[src/rtl/ram_dp_sweep.sv]
// rtl/ram_dp_sweep.sv - simple dual-port RAM with 2-cycle read and init sweep (option: RAM_BYPASS_EN)
module ram_dp_sweep #(
  parameter int                 DATA_W   = 3,
  parameter int                 ADDR_W   = 5,
  parameter logic [DATA_W-1:0]  INIT_VAL = '0
) (
  input  logic              clock,
  input  logic              reset,
  input  logic              enable,
  input  logic              clear,
  input  logic [ADDR_W-1:0] rdaddress,
  input  logic [ADDR_W-1:0] wraddress,
  input  logic [DATA_W-1:0] datain,
  input  logic              wren,
  output logic [DATA_W-1:0] dataout,
  output logic              rd_valid,
  output logic              busy
);

  localparam int DEPTH = 1 << ADDR_W;

  typedef enum logic {
    ST_SWEEP = 1'b0,
    ST_IDLE  = 1'b1
  } state_t;

  state_t              state_q, state_d;
  logic [ADDR_W-1:0]   cnt_q, cnt_d;

  logic [ADDR_W-1:0]   rd_q;
  logic [ADDR_W-1:0]   wa_q;
  logic [DATA_W-1:0]   wd_q;
  logic                we_q;
  logic                re_q;

  logic [DATA_W-1:0]   dout_q;
  logic                rv_q;

  logic [DATA_W-1:0]   mem [DEPTH];

  logic                mem_we;
  logic [ADDR_W-1:0]   mem_wa;
  logic [DATA_W-1:0]   mem_wd;
  logic [DATA_W-1:0]   rd_next;

  assign busy = (state_q == ST_SWEEP);

  // Sweep sequencer: state and address counter
  always_ff @(posedge clock or posedge reset) begin
    if (reset) begin
      state_q <= ST_SWEEP;
      cnt_q   <= '0;
    end else begin
      state_q <= state_d;
      cnt_q   <= cnt_d;
    end
  end

  // Sweep next state: walk every word once, then wait for a clear request
  always_comb begin
    state_d = state_q;
    cnt_d   = cnt_q;
    if (state_q == ST_SWEEP) begin
      if (cnt_q == {ADDR_W{1'b1}}) begin
        state_d = ST_IDLE;
        cnt_d   = '0;
      end else begin
        cnt_d   = cnt_q + 1'b1;
      end
    end else begin
      // clear only matters from IDLE, so a request during a sweep never restarts it
      if (clear) begin
        state_d = ST_SWEEP;
        cnt_d   = '0;
      end
    end
  end

  // Capture stage: address/data follow enable; strobes are blocked while sweeping
  always_ff @(posedge clock or posedge reset) begin
    if (reset) begin
      rd_q <= '0;
      wa_q <= '0;
      wd_q <= '0;
      we_q <= 1'b0;
      re_q <= 1'b0;
    end else begin
      if (enable) begin
        rd_q <= rdaddress;
        wa_q <= wraddress;
        wd_q <= datain;
      end
      we_q <= wren & enable & ~busy;
      re_q <= enable & ~busy;
    end
  end

  // Single write port shared between the sweep and user writes; the sweep owns it while busy
  always_comb begin
    mem_we = 1'b0;
    mem_wa = wa_q;
    mem_wd = wd_q;
    if (busy) begin
      mem_we = 1'b1;
      mem_wa = cnt_q;
      mem_wd = INIT_VAL;
    end else if (we_q) begin
      mem_we = 1'b1;
    end
  end

  // Storage array: no reset, contents change only through the write port
  always_ff @(posedge clock) begin
    if (mem_we) begin
      mem[mem_wa] <= mem_wd;
    end
  end

  // Read data source: old contents by default, write-through on same-address collision when bypass is built
  always_comb begin
`ifdef RAM_BYPASS_EN
    if (we_q && re_q && (wa_q == rd_q)) begin
      rd_next = wd_q;
    end else begin
      rd_next = mem[rd_q];
    end
`else
    rd_next = mem[rd_q];
`endif
  end

  // Memory stage output register: holds data when no read is issued, cleared while sweeping
  always_ff @(posedge clock or posedge reset) begin
    if (reset) begin
      dout_q <= '0;
      rv_q   <= 1'b0;
    end else if (busy) begin
      dout_q <= '0;
      rv_q   <= 1'b0;
    end else begin
      rv_q <= re_q;
      if (re_q) begin
        dout_q <= rd_next;
      end
    end
  end

  // The first busy cycle after a clear still sees a read launched at the clear edge, so gate here too
  assign dataout  = busy ? '0 : dout_q;
  assign rd_valid = rv_q & ~busy;

endmodule

[config.mk]
export PLATFORM = sky130hd
export DESIGN_NAME = ram_dp_sweep
export DESIGN_NICKNAME = d
export VERILOG_FILES = /design/src/rtl/ram_dp_sweep.sv
export SDC_FILE = /design/constraint.sdc
export NUM_CORES = 1
export LEC_CHECK = 0
export ABC_AREA = 1
export BUFFER_PORTS_ARGS = -buffer_cell sky130_fd_sc_hd__buf_2
export CAP_MARGIN = 20
export CORE_MARGIN = 4
export CORE_UTILIZATION = 52
export CTS_BUF_LIST = sky130_fd_sc_hd__clkbuf_8
export DETAILED_ROUTE_END_ITERATION = 16
export PLACE_DENSITY = 0.74
export SLEW_MARGIN = 20
export SYNTH_ARGS = -nofsm -noshare
export SYNTH_HDL_FRONTEND = slang
export SYNTH_SLANG_ARGS = --single-unit
[constraint.sdc]
create_clock -name clock -period 2.9 [get_ports clock]
set_input_delay 0.145 -clock clock [delete_from_list [all_inputs] [get_ports clock]]
set_output_delay 0.145 -clock clock [all_outputs]
set_load 0.05 [all_outputs]
=== Word level (Yosys, flattened, before mapping) ===
Memory sizes are Yosys's and may differ from the RTL's.
Index checks and enable logic that the tools add are counted.
W data, S select, Z words.

* Bits in registers: 25
* Bits in latches: 0
* Memory bits (writable): 96
* Memory bits (read-only): 0
* Input bits: 18
* Output and inout bits: 5
* Word-level logic and storage cells: 35
* Memories: 1

{| class="wikitable"
|+ Memory list
! name !! depth !! width !! rd ports !! clocked after Yosys merged registers in !! wr ports !! line !! text
|-
| mem || 32 || 3 || 1 || 0 || 1 || 39 || <nowiki>logic [DATA_W-1:0] mem [DEPTH];</nowiki>
|}

* Add/subtract/negate cells: 1
* $mul: 0
* Div/mod/pow operators: 0
* Order comparisons: 0
* Eq/ne operators: 3
* Shift-type cells: 0
* Mux-type cells: 16
* Bitwise logic cells: 5
* Reduce and logical (&&, ||, !) cells: 0

{| class="wikitable"
|+ Operators by type and width
! kind !! number
|-
| $mux W5 || 4
|-
| $mux W3 || 4
|-
| $mux W1 || 8
|-
| $add A5 B1 Y5 const B || 1
|-
| $eq A5 B5 Y1 const B || 1
|-
| $and A1 B1 Y1 || 4
|-
| $ne A2 B1 Y1 const B || 1
|-
| $ne A2 B2 Y1 const B || 1
|-
| $not A1 Y1 || 1
|}

=== Longest topological paths before layout ===
Gate-level depths: netlist (run 1).

* Word-level depth: 4
* Mapped depth: 11
* Gate-level depth less buffers: 9

=== Worst setup path before layout (run 1) ===
OpenSTA, ideal clock, no wires.

* Kind: reg-to-reg
* Start point: register state_q
* End point: memory mem[0][0], enable pin
* Setup time: 320 ps
* Arrival time: 1399 ps
* Required time: 2580 ps
* Slack: 1182 ps
* Stages on the path, launching flop included: 5
* Buffers on the path: 0
* Clock period less this slack: 1718 ps
* Cells stage by stage: dfrtp_1 inv_1 or2_2 nand3_1 nor2_1

* Word-level cells in the longest chain between the ends: 3
* Elaborated cells between the ends (all ways): 4
* Classes of those cells: 4 x mux

{| class="wikitable"
|+ Ends and longest elaborated chain
! element !! line !! text
|-
| from (decl) || 27 || <nowiki>state_t state_q, state_d;</nowiki>
|-
| from (signal assigned) || 54 || <nowiki>state_q <= state_d;</nowiki>
|-
| $mux W1 || 103 || <nowiki>if (busy) begin</nowiki>
|-
| $mux W1 || 114 || <nowiki>if (mem_we) begin</nowiki>
|-
| $mux W1 (implied by the code) || 115 || <nowiki>mem[mem_wa] <= mem_wd;</nowiki>
|-
| to (decl) || 39 ||
|}

Parallel ways exist; a longest one is shown, timed or not.

=== Final worst setup path (run 1) ===
* Start point: register state_q
* End point: memory mem[4][2], enable pin

Same word-level chain as after synthesis.

==> results of run 1 <==
-- through the flow --
| step | hold WS (ns) | area [sq um] | power (uW) |
|---|---|---|---|
| 6_report | 0.149 | 5890 | 4740 |
| 5_1_grt | 0.177 | 5890 | 4970 |
| 4_1_cts | 0.132 | 5890 | 4740 |
| 3_5_place_dp | 0.352 | 5320 | 3230 |
| 3_3_place_gp | 0.342 | 5320 | 3190 |
| 2_1_floorplan | 0.172 | 5120 | 2930 |
-- area by class of cell --
cell class / count / area share
clock buffer: 17 / 0.0398
sequential: 121 / 0.596
inverter: 32 / 0.0204
tap: 129 / 0.0274
multi-input combinational: 325 / 0.236
timing repair buffer: 43 / 0.0523
clock inverter: 15 / 0.0285
-- cell usage after synthesis, drive strengths merged --
cell / n / area, sq um
nand2: 171 / 642
inv: 32 / 120
buf: 16 / 90.1
dfrtp: 25 / 626
clkbuf: 5 / 18.8
edfxtp: 96 / 2880
a21oi: 2 / 10.0
nand3: 86 / 430
o21ai: 17 / 85.1
o22ai: 1 / 6.26
or2: 2 / 12.5
xor2: 1 / 8.76
nor2: 42 / 158
ha: 2 / 25.0
o2bb2ai: 1 / 8.76
-- flip-flops by register name, indices dropped and copies added (netlist names) --
signal and cells:
mem 96, wd_q 3, state_q 1, wa_q 5, re_q 1, cnt_q 5
dout_q 3, rd_q 5, rv_q 1, we_q 1
-- path summary, 6_finish.rpt --
check	slack, ns	from	cells past startpoint	to
worst max-delay path	0.71	state_q	3	mem[4][2]
worst min-delay path	0.15	enable	3	wd_q[1]
worst max register to register	0.71	state_q	3	mem[4][2]
worst min register to register	0.48	wd_q[1]	2	wd_q[1]
max in group asynchronous	1.84	reset	3	rd_q[4]
min in group asynchronous	0.48	reset	3	cnt_q[4]
-- power groups by stage --
stage | logic, uW | registers, uW | clock network, uW
floorplan | 639 | 2290 | 0
global placement | 863 | 2320 | 0
detailed placement | 900 | 2330 | 0
CTS | 918 | 2290 | 1530
global route | 1030 | 2320 | 1620
finish | 925 | 2300 | 1520
-- layer usage --
| layer | vias up | track usage | wire length (um) |
|---|---|---|---|
| li1 | 1751 | - | - |
| met2 | 170 | 0.359 | 5560 |
| met4 | 0 | 0.0731 | 233 |
| met3 | 24 | 0.0414 | 872 |
| met5 | - | 0 | 0 |
| met1 | 1718 | 0.246 | 4230 |
-- critical path: stages, from the launching register on --
cell and delay [ns]:
sky130_fd_sc_hd__dfrtp_1 0.58, sky130_fd_sc_hd__o21ai_0 0.39, sky130_fd_sc_hd__nand3_1 0.48, sky130_fd_sc_hd__nor2_1 0.41
-- cells by family after synthesis --
kind of cell | synth area share
xor gates and xnor gates | 0.00171
AOI/OAI and AO/OA | 0.0215
adders and majority gates | 0.00488
buffers and inverters | 0.0447
DFF | 0.685
and+or+nand+nor | 0.242
==> impl_metrics.csv, run 1 <==
group,metric,value,unit
place,placed_cells,634,
run,max-cap-violations,0,
power,p_sw,1410,uW
cts,clock_tree_from_tritoncts,"done",
power,power.combinational.fraction,0.195,
global_route,overflow,0,
layout,layout-drive-gt1-share,0.103,
cts,cts_hold_buf,16,
synth,synth_seq_cells,121,
setup_path,setup.worst_path.end_class,"flip-flop",
layout,register_area,3510,sq um
sta,worst_slew_margin_rel,0.370,
floorplan,top_ports,23,
global_route,global_route_wire_length_before_repair,17700,um
synth,synth.net_count,519,
layout,flow.area_growth_from_synthesis,14.9,%
setup_path,crit_type,"reg -> reg",
floorplan,design.die.area,11500,sq um
drt,totalWireLength,10900,um
power,power_leakage,0.00248,uW
power,p_seq_frac,0.484,
drt,drt_pass1_iterations,6,
drt,vias_per_cell,5.37,
power,cell_internal_power,3330,uW
drt,drtAntennaViolNets,0,
floorplan,initial_core_util,0.544,
place,buffer_ports.inserted,22,
cts,cts_num_sinks,121,
status,run_status,"finished, final reports clean",
global_route,first_global_vias,3640,
cts,clk-insertion-delay-late,0.41,ns
min_path,timing.hold.worst.class,"in -> reg",
power,powerDensity,806,nW/um^2
place,globalplace.congestion,0.836,
setup_path,crit_path_max_fanout,22,
floorplan,fp.dieW,107,um
setup_path,cp.required,2.99,ns
drt,drc,0,
layout,total_number_of_nets_in_the_final_design,560,
synth,netlist_area,5120,sq um
layout,multi_input_comb_area,1390,sq um
cts,maximum_buffer_depth_of_the_clock_tree,2,
drt,route.detailed.wl_per_inst,16.0,um
power,max_rail_drop_vdd,0.000713,V
cts,cts_buffers,17,
synth,ys_seq_area_frac,0.685,
sta,worst_clk_skew,0.00818,ns
layout,final_cells,682,
cts,level_count_of_the_clock_h_tree,4,
cts,post_cts_resize_count,0,
sta,worst_pin_slew,0.944,ns
sta,final_critical_path_setup_slack,0.712,ns
layout,mostFrequentLayoutCell,"sky130_fd_sc_hd__nand2_1",
sta,fmax,457,MHz
floorplan,die_h,107,um
global_route,grt_antenna_before_repair,0,
sta,totalNegativeSetupSlack,0,ns
cts,cts.repair_timing.setup_buffer_count,0,
sta,unrepaired_setup_endpoints_after_global_routing,"no",
setup_path,worst-endpoint-arrival,2.27,ns
global_route,grt_start_max_net_pins,50,
cts,clock-root-buffer,"sky130_fd_sc_hd__clkbuf_8",
layout,layout.filler_cells,710,
layout,fin_util,0.625,
drt,vias,3663,
sta,slew_violations,0,
drt,initialDrtViolationCount,316,
floorplan,core_area,9420,sq um
synth,yosysWarningCount,0,
layout,antenna_diodes,0,
synth,synthesis.instances,499,
cts,clkTransAtPathRegs,0.07,ns
place,place.detailed.hpwl,6930,um
global_route,grt_util_all_layers,0.203,
sta,timing.final.crit_period,2.19,ns
sta,finalHoldViolCount,0,
sta,setup_viol_count_final,0,
floorplan,row_count,35,
layout,layout.cells.most_common_list,"sky130_fd_sc_hd__nand2_1, sky130_fd_sc_hd__edfxtp_1, sky130_fd_sc_hd__nand3_1",
synth,yosys.cell_types.count,17,
power,power.share.clock,0.321,
setup_path,worstSetupStartpointType,"flip-flop",
place,detailedPlace.worstSlack,0.711,ns
sta,layout_worst_path_cycle_share,0.754,
synth,synth_area_per_cell,10.3,sq um
power,switching_share,0.297,
(Power assumes the default switching activity.)
==> inputs of run 2 (changes only) <==
- clock period: 2.9 -> 2.22 ns (I/O delays scaled with it)
==> impl_metrics.csv, run 2 (synthesis results as in run 1) <==
group,metric,value,unit
cts,cts_buffers,17,
power,max_rail_drop_vdd,0.000654,V
setup_path,timing.critical_path.from,"state_q",
cts,clk-insertion-delay-late,0.43,ns
floorplan,top_ports,23,
sta,layout_worst_path_cycle_share,0.902,
layout,layout-drive-gt1-share,0.127,
sta,worst_slew_margin_rel,0.390,
cts,clock-root-buffer,"sky130_fd_sc_hd__clkbuf_8",
global_route,global_route_wire_length_before_repair,18700,um
cts,post_cts_resize_count,0,
drt,vias,3748,
setup_path,worst_r2r_endpoint,"mem[0][2]",
power,p_total,6540,uW
setup_path,worst-endpoint-arrival,2.10,ns
sta,worst_pin_slew,0.914,ns
setup_path,worstSetupStartpointType,"flip-flop",
global_route,grt_start_max_net_pins,33,
layout,regMostFlops,"mem",
place,place.detailed.hpwl,7370,um
sta,worst_clk_skew,0.00928,ns
setup_path,r2r_cells,5,
cts,cts_num_sinks,121,
global_route,overflow,0,
cts,clock_tree_from_tritoncts,"done",
drt,drtAntennaViolNets,0,
floorplan,fp.dieW,107,um
setup_path,crit_end,"mem[0][2]",
layout,multi_input_comb_area,1390,sq um
layout,layout.filler_cells,714,
min_path,timing.hold.worst_path_depth,3,
layout,register_area,3510,sq um
drt,drt_pass1_iterations,7,
sta,finalHoldViolCount,0,
place,placed_cells,647,
min_path,timing.hold.worst.class,"in -> reg",
drt,initialDrtViolationCount,339,
drt,route.detailed.wl_per_inst,16.2,um
sta,unrepaired_setup_endpoints_after_global_routing,"no",
setup_path,cp.required,2.32,ns
global_route,grt_util_all_layers,0.215,
layout,mostFrequentLayoutCell,"sky130_fd_sc_hd__nand2_1",
floorplan,die_h,107,um
sta,totalNegativeSetupSlack,0,ns
layout,layout.cells.most_common_list,"sky130_fd_sc_hd__nand2_1, sky130_fd_sc_hd__edfxtp_1, sky130_fd_sc_hd__nand3_1",
setup_path,setup.worst_path.end_class,"flip-flop",
power,powerDensity,1090,nW/um^2
layout,flow.area_growth_from_synthesis,17.7,%
sta,slew_violations,0,
floorplan,initial_core_util,0.544,
power,power_leakage,0.00256,uW
cts,cts_hold_buf,16,
floorplan,design.die.area,11500,sq um
layout,antenna_diodes,0,
run,max-cap-violations,0,
layout,total_number_of_nets_in_the_final_design,573,
setup_path,regToRegSetupSlack,0.22,ns
cts,cts.repair_timing.setup_buffer_count,0,
setup_path,critical_path.reg2reg.startpoint,"state_q",
floorplan,core_area,9420,sq um
drt,totalWireLength,11300,um
global_route,first_global_vias,3897,
floorplan,row_count,35,
cts,maximum_buffer_depth_of_the_clock_tree,2,
place,globalplace.congestion,0.816,
setup_path,crit_type,"reg -> reg",
status,run_status,"finished, final reports clean",
layout,final_cells,695,
sta,fmax,500,MHz
cts,clkTransAtPathRegs,0.07,ns
global_route,grt_antenna_before_repair,0,
drt,vias_per_cell,5.39,
drt,drc,0,
layout,largest_register_ffs,96,
place,buffer_ports.inserted,22,
sta,timing.final.crit_period,2.00,ns
setup_path,crit_path_max_fanout,13,
cts,level_count_of_the_clock_h_tree,4,
sta,setup_viol_count_final,0,
==> run 2: cell count changes in the layout (fill, tap and decap cells not counted) <==
cell / previous run / this run
sky130_fd_sc_hd__clkinv_2: 5 / 4
sky130_fd_sc_hd__buf_4: 5 / 18
sky130_fd_sc_hd__bufinv_16: 4 / 5
sky130_fd_sc_hd__clkbuf_8: 17 / 19
sky130_fd_sc_hd__clkinv_1: 2 / 0
==> run 2: worst max-delay path: stages, from the launching register on <==
cell	delay, ns
sky130_fd_sc_hd__dfrtp_1	0.49
sky130_fd_sc_hd__o21ai_0	0.37
sky130_fd_sc_hd__inv_1	0.11
sky130_fd_sc_hd__nor2_1	0.23
sky130_fd_sc_hd__nand2_1	0.18
sky130_fd_sc_hd__nor2_1	0.29
==> run 2: how the worst min path moves through the flow <==
stage                          end  slack [ns]       from
final                      wd_q[1]        0.09     enable
after CTS                  wd_q[1]        0.07     enable
after global placement     state_q        0.31      clear
after detailed placement   wd_q[0]        0.31  datain[0]
after global routing       wd_q[2]        0.13     enable
after floorplan           cnt_q[0]        0.14      reset
==> run 2: routing by layer <==
layer	vias up	routed length, um	track usage
met5	-	0	0
met4	0	265	0.0986
met3	24	922	0.0528
met2	178	5610	0.362
met1	1762	4490	0.262
li1	1784	-	-
==> run 2: where the power goes <==
group,switching [uW],total (uW),internal (uW)
Sequential,139,2990,2850
Clock,813,2180,1370
Combinational,946,1370,419
==> run 2: stage by stage <==
stage	hold WS, ns	setup slack [ns]	cell area, sq um	utilization
2_1_floorplan	0.138	0.502	5120	-
3_3_place_gp	0.310	0.440	5420	0.576
3_5_place_dp	0.313	0.312	5420	0.576
4_1_cts	0.0709	0.281	6030	0.640
5_1_grt	0.135	0.136	6030	0.640
6_report	0.0941	0.219	6030	0.640
==> run 2: layout make-up <==
cell class / instances / share of cell area
Sequential cell: 121 / 0.582
Multi-Input combinational cell: 325 / 0.230
Timing Repair Buffer: 56 / 0.0672
Clock buffer: 19 / 0.0434
Clock inverter: 13 / 0.0307
Tap cell: 129 / 0.0268
Inverter: 32 / 0.0199
